`config.mk`:
```
export PLATFORM = sky130hd
export DESIGN_NAME = io_bus_bridge
export DESIGN_NICKNAME = d
export VERILOG_FILES = /design/src/rtl/io_bus_bridge.sv
export SDC_FILE = /design/constraint.sdc
export NUM_CORES = 1
export LEC_CHECK = 0
export CORE_UTILIZATION = 30
export CTS_BUF_LIST = sky130_fd_sc_hd__clkbuf_2 sky130_fd_sc_hd__clkbuf_4 sky130_fd_sc_hd__clkbuf_8
export DETAILED_ROUTE_END_ITERATION = 12
export MAX_ROUTING_LAYER = met4
export SLEW_MARGIN = 30
export SYNTH_ARGS = -nofsm -noshare
export SYNTH_HDL_FRONTEND = slang
export SYNTH_SLANG_ARGS = --single-unit
```
`constraint.sdc`:
```
create_clock -name clk_in -period 6.2 [get_ports clk_in]
set_input_delay 1.24 -clock clk_in [delete_from_list [all_inputs] [get_ports clk_in]]
set_output_delay 1.24 -clock clk_in [all_outputs]
set_load 0.01 [all_outputs]
```
`src/rtl/io_bus_bridge.sv`:
```
// Byte-wide CPU memory-port bridge: RAM/I/O decode, two-cycle read alignment,
// UART TX FIFO, free-running cycle counter with snapshot, and sticky program stop.
module io_bus_bridge #(
    parameter int TX_DEPTH_LOG2 = 3,
    parameter int RAM_ADDR_W    = 17
) (
    input  logic                  clk_in,
    input  logic                  rst_in,
    input  logic [31:0]           mem_addr,
    input  logic [7:0]            mem_dout,
    input  logic                  mem_wr,
    input  logic                  mem_re,
    output logic [7:0]            mem_din,
    output logic                  cpu_rdy_o,
    output logic [RAM_ADDR_W-1:0] ram_addr,
    output logic [7:0]            ram_din,
    output logic                  ram_we,
    input  logic [7:0]            ram_dout,
    input  logic [7:0]            rx_data,
    input  logic                  rx_valid,
    output logic                  rx_pop,
    output logic [7:0]            tx_data,
    output logic                  tx_valid,
    input  logic                  tx_ready,
    output logic                  halted_o
);

    localparam int TX_DEPTH = 1 << TX_DEPTH_LOG2;
    localparam logic [TX_DEPTH_LOG2:0] TX_FULL_CNT = (TX_DEPTH_LOG2 + 1)'(TX_DEPTH);

    logic                     sel_io_q, sel_io_d;
    logic [7:0]               io_byte_q, io_byte_d;
    logic [31:0]              cyc_cnt_q, cyc_cnt_d;
    logic [31:0]              snap_q, snap_d;
    logic                     halted_q, halted_d;
    logic [TX_DEPTH_LOG2-1:0] tx_wr_ptr_q, tx_wr_ptr_d;
    logic [TX_DEPTH_LOG2-1:0] tx_rd_ptr_q, tx_rd_ptr_d;
    logic [TX_DEPTH_LOG2:0]   tx_count_q, tx_count_d;
    logic [7:0]               tx_mem_q [TX_DEPTH];
    logic [7:0]               tx_mem_d [TX_DEPTH];

    logic       is_io;
    logic [2:0] io_off;
    logic       wr_io;
    logic       uart_rd;
    logic       rx_stall;
    logic       stop_req;
    logic       push_req;
    logic       tx_full;
    logic       tx_full_stall;
    logic       tx_push;
    logic       tx_pop;
    logic [7:0] push_byte;
    logic [7:0] io_byte;
    logic       unused_addr_bits;

    assign unused_addr_bits = ^mem_addr[31:18];

    assign ram_addr = mem_addr[RAM_ADDR_W-1:0];
    assign ram_din  = mem_dout;
    assign mem_din  = sel_io_q ? io_byte_q : ram_dout;
    assign tx_valid = (tx_count_q != '0);
    assign tx_data  = tx_mem_q[tx_rd_ptr_q];
    assign halted_o = halted_q;

    // Writes after a program stop are dropped, so halt masks every I/O write source.
    always_comb begin
        is_io         = (mem_addr[17:16] == 2'b11);
        io_off        = mem_addr[2:0];
        wr_io         = mem_wr & is_io & ~halted_q;
        uart_rd       = is_io & (io_off == 3'd0) & mem_re & ~mem_wr;
        rx_stall      = uart_rd & ~rx_valid;
        stop_req      = wr_io & (io_off == 3'd4);
        push_req      = (wr_io & (io_off == 3'd0) & (mem_dout != 8'h00)) | stop_req;
        tx_full       = (tx_count_q == TX_FULL_CNT);
        tx_full_stall = push_req & tx_full;
        cpu_rdy_o     = ~rx_stall & ~tx_full_stall & ~halted_q;
        tx_push       = push_req & ~tx_full;
        push_byte     = stop_req ? 8'h00 : mem_dout;
        tx_pop        = tx_valid & tx_ready;
        rx_pop        = uart_rd & rx_valid & cpu_rdy_o;
        ram_we        = mem_wr & ~is_io & cpu_rdy_o;
    end

    always_comb begin
        case (io_off)
            3'd0:    io_byte = rx_data;
            3'd4:    io_byte = cyc_cnt_q[7:0];
            3'd5:    io_byte = snap_q[15:8];
            3'd6:    io_byte = snap_q[23:16];
            3'd7:    io_byte = snap_q[31:24];
            default: io_byte = 8'h00;
        endcase
    end

    // Read-path registers freeze while the CPU is stalled so the pending result survives.
    always_comb begin
        sel_io_d  = sel_io_q;
        io_byte_d = io_byte_q;
        snap_d    = snap_q;
        cyc_cnt_d = cyc_cnt_q + 32'd1;
        halted_d  = halted_q | (stop_req & tx_push);
        if (cpu_rdy_o) begin
            sel_io_d  = is_io;
            io_byte_d = io_byte;
            if (is_io && io_off == 3'd4 && mem_re && !mem_wr) begin
                snap_d = cyc_cnt_q;
            end
        end
    end

    always_comb begin
        tx_mem_d    = tx_mem_q;
        tx_wr_ptr_d = tx_wr_ptr_q;
        tx_rd_ptr_d = tx_rd_ptr_q;
        tx_count_d  = tx_count_q;
        if (tx_push) begin
            tx_mem_d[tx_wr_ptr_q] = push_byte;
            tx_wr_ptr_d           = tx_wr_ptr_q + 1'b1;
        end
        if (tx_pop) begin
            tx_rd_ptr_d = tx_rd_ptr_q + 1'b1;
        end
        case ({tx_push, tx_pop})
            2'b10:   tx_count_d = tx_count_q + 1'b1;
            2'b01:   tx_count_d = tx_count_q - 1'b1;
            default: tx_count_d = tx_count_q;
        endcase
    end

    always_ff @(posedge clk_in) begin
        if (rst_in) begin
            sel_io_q    <= 1'b0;
            io_byte_q   <= 8'h00;
            cyc_cnt_q   <= 32'd0;
            snap_q      <= 32'd0;
            halted_q    <= 1'b0;
            tx_wr_ptr_q <= '0;
            tx_rd_ptr_q <= '0;
            tx_count_q  <= '0;
            tx_mem_q    <= '{default: '0};
        end else begin
            sel_io_q    <= sel_io_d;
            io_byte_q   <= io_byte_d;
            cyc_cnt_q   <= cyc_cnt_d;
            snap_q      <= snap_d;
            halted_q    <= halted_d;
            tx_wr_ptr_q <= tx_wr_ptr_d;
            tx_rd_ptr_q <= tx_rd_ptr_d;
            tx_count_q  <= tx_count_d;
            tx_mem_q    <= tx_mem_d;
        end
    end

endmodule

```
==> run metrics <==
outcome=finished clean; sequential-to-total area share from yosys stat=0.410; maxcap violations=0; largest family of logic cells by synthesized area=multiplexers; synthesis warning total=0; area growth from synthesis to final layout=15.3%; Die H=153 µm; Netlist Area Pre-Place=6830 µm²; leakage power=3.25 nW; total CTS buffers=17; drt wl/cell=15.5 µm; setup TNS=0 ns; diode count=0; number of global-route vias before repair=4,834; synthesized net count=785; VDD IR max=0.000142 V; post-layout minimum cycle time=5.04 ns; Layout Nets=806; Critical Path Sink Type=output pin; Critical Path Sink=cpu_rdy_o; R2R Setup Slk=3.28 ns; Die X=153 µm; placed wire-length estimate=10,700 µm; library cells used by synthesis=46; Die ar.=23,400 µm²; core area=22,100 µm²; Final Util=0.357; startpoint types=primary input; Required @ worst endpoint=4.96 ns; GRT Util Overall=0.144; fin crit share=0.813; CTS tree=done; RSZ-0062 raised after global routing=no; most common cell after layout, fill and taps aside=dfxtp_1; via count=5,039; # DRC=0; clock slew at reported path FFs=0.08 ns; Fin. Hold Viols=0; Synth Area in Simple Gates=0.187; clk buf depth=2; crit path from=mem_dout[3]; Setup Fix Bufs, Post-CTS=0; largest net degree at the start of global routing=81; FF+latch count, synth=140; Critical Path AT=3.80 ns; HP Class=reg -> reg; kind of critical path=in -> out; global route overflow=0; layout cells sized above 1=0.116; FF-to-FF path depth=9; io pins=108; clk_lat worst skew=0.45 ns; relative slew slack=0.449; IO Port Bufs=67; Max Freq=198 MHz; first-pass GRT wire length=25,500 µm; Total Power=0.00174 W; Detail Route Antenna Nets=0; Post-Synth XOR/XNOR Area=0.0218; minimum hold slack=0.461 ns; Post-Synth Adder-Cell Area=0.0139; Slew Viols, Final=0; starting density of the core=0.309; largest fanout on the critical path=10; Layout Skew=0.0121 ns; drt pass-1 iters=5; most frequent cells in the layout=dfxtp_1 (139), mux2i_1 (110), nand2_1 (99); initial antenna violation count=0; clk root buf=clkbuf_8; 1st-iter DRT viols=204; Post-CTS Hold Buffers=0; Setup Viol. Count Final=0; r2r startpoint=halted_o; Mean Syn Cell Area=9.54 µm²; CTS H-tree depth=4; mux share of post-synthesis cell area=0.250; critical register-to-register path endpoint=tx_count_q[3]; cell count after synthesis=716; std cell rows=54; pwr/cell area=221 nW/µm²; clock sinks=140; GPL Wtd Cong=0.760; wirelength, routed=15,900 µm; cts repair resizes=0; complex-gate fraction of the synthesized area=0.0513; worst slew pin tran=0.814 ns; average via count per standard cell=4.90
[report_power, final]
group,internal (W),switching (W),total (W)
clock,0.000334,0.000369,0.000704
combinational,0.0000610,0.0000692,0.000130
sequential,0.000904,0.00000572,0.000910
[area by class of cell]
class                   count  area [µm²]
well taps                 280         350
multi-input cells         489        3580
flip-flops and latches    140        2800
inverters                  14        52.6
clock buffers              19         255
fillers                  2220       14200
clock inverters            12         114
repair buffers             75         726
[layer usage]
layer / vias up / GRT usage / routed length (µm)
met5: - / - / 0
met3: 20 / 0.0329 / 711
li1: 2534 / - / -
met1: 2391 / 0.191 / 7850
met2: 94 / 0.212 / 7080
met4: 0 / 0.0519 / 257
[stage by stage]
stage,cell area [µm²],worst slack (ns),cells
floorplan,6830,2.38,716
global placement,7510,1.15,998
detailed placement,7510,1.15,998
CTS,7880,1.14,1029
global route,7880,0.918,1029
finish,7880,1.16,1029
[state kept, by name (all words and copies together) (netlist names)]
name	count
sel_io_q	1
cyc_cnt_q	32
tx_mem_q	64
tx_wr_ptr_q	3
tx_count_q	4
snap_q	24
halted_o	1
io_byte_q	8
tx_rd_ptr_q	3
[critical path, cell delays in order]
cell	delay, ns
clkdlybuf4s50_1	0.45
nor4_1	0.36
nand3_1	0.48
a311o_1	0.42
buf_4	0.19
inv_2	0.07
clkdlybuf4s50_1	0.57
[how the worst min path moves through the flow]
| stage | start | end | slack (ns) | cells past startpoint |
|---|---|---|---|---|
| 2_1_floorplan | io_byte_q[6] | io_byte_q[6] | 0.43 | 2 |
| 3_3_place_gp | tx_mem_q[26] | tx_mem_q[26] | 0.44 | 2 |
| 3_5_place_dp | tx_mem_q[7] | tx_mem_q[7] | 0.45 | 2 |
| 4_1_cts | tx_mem_q[35] | tx_mem_q[35] | 0.46 | 2 |
| 5_1_grt | tx_mem_q[52] | tx_mem_q[52] | 0.48 | 2 |
| 6_report | io_byte_q[2] | io_byte_q[2] | 0.46 | 2 |
[cell usage after synthesis, drive strengths merged]
cell type | number | area (µm²)
dfxtp | 140 | 2800
mux2i | 110 | 1100
nand2 | 99 | 372
nor2 | 62 | 233
buf | 38 | 267
clkbuf | 35 | 131
a21oi | 24 | 120
mux2 | 22 | 248
nand3 | 20 | 100
o21ai | 19 | 95.1
mux4 | 16 | 360
inv | 14 | 52.6
or4 | 14 | 109
xnor2 | 11 | 96.3
o31ai | 10 | 75.1
nand4 | 9 | 81.3
nor2b | 9 | 56.3
nor4 | 8 | 65.1
or3 | 7 | 43.8
ha | 6 | 75.1
nand4b | 6 | 52.6
xor2 | 6 | 52.6
nor3 | 5 | 25.0
nor4b | 4 | 35.0
o22ai | 3 | 18.8
or3b | 3 | 26.3
a31oi | 2 | 12.5
and3 | 2 | 12.5
and4 | 2 | 17.5
nand2b | 2 | 12.5
a21o | 1 | 7.51
a311o | 1 | 10.0
and2 | 1 | 6.26
fa | 1 | 20.0
nor3b | 1 | 7.51
o41a | 1 | 11.3
or2 | 1 | 6.26
or4b | 1 | 13.8
[cell families (layout without fill, tap and decap cells)]
logic type	after synthesis	after routing
buf+inv	87	120
flops	140	140
mux	148	148
fa+ha+maj	7	7
simple gates	256	256
xor+xnor	17	17
compound gates	61	61
Note: power is estimated with default switching activity, not from simulation.
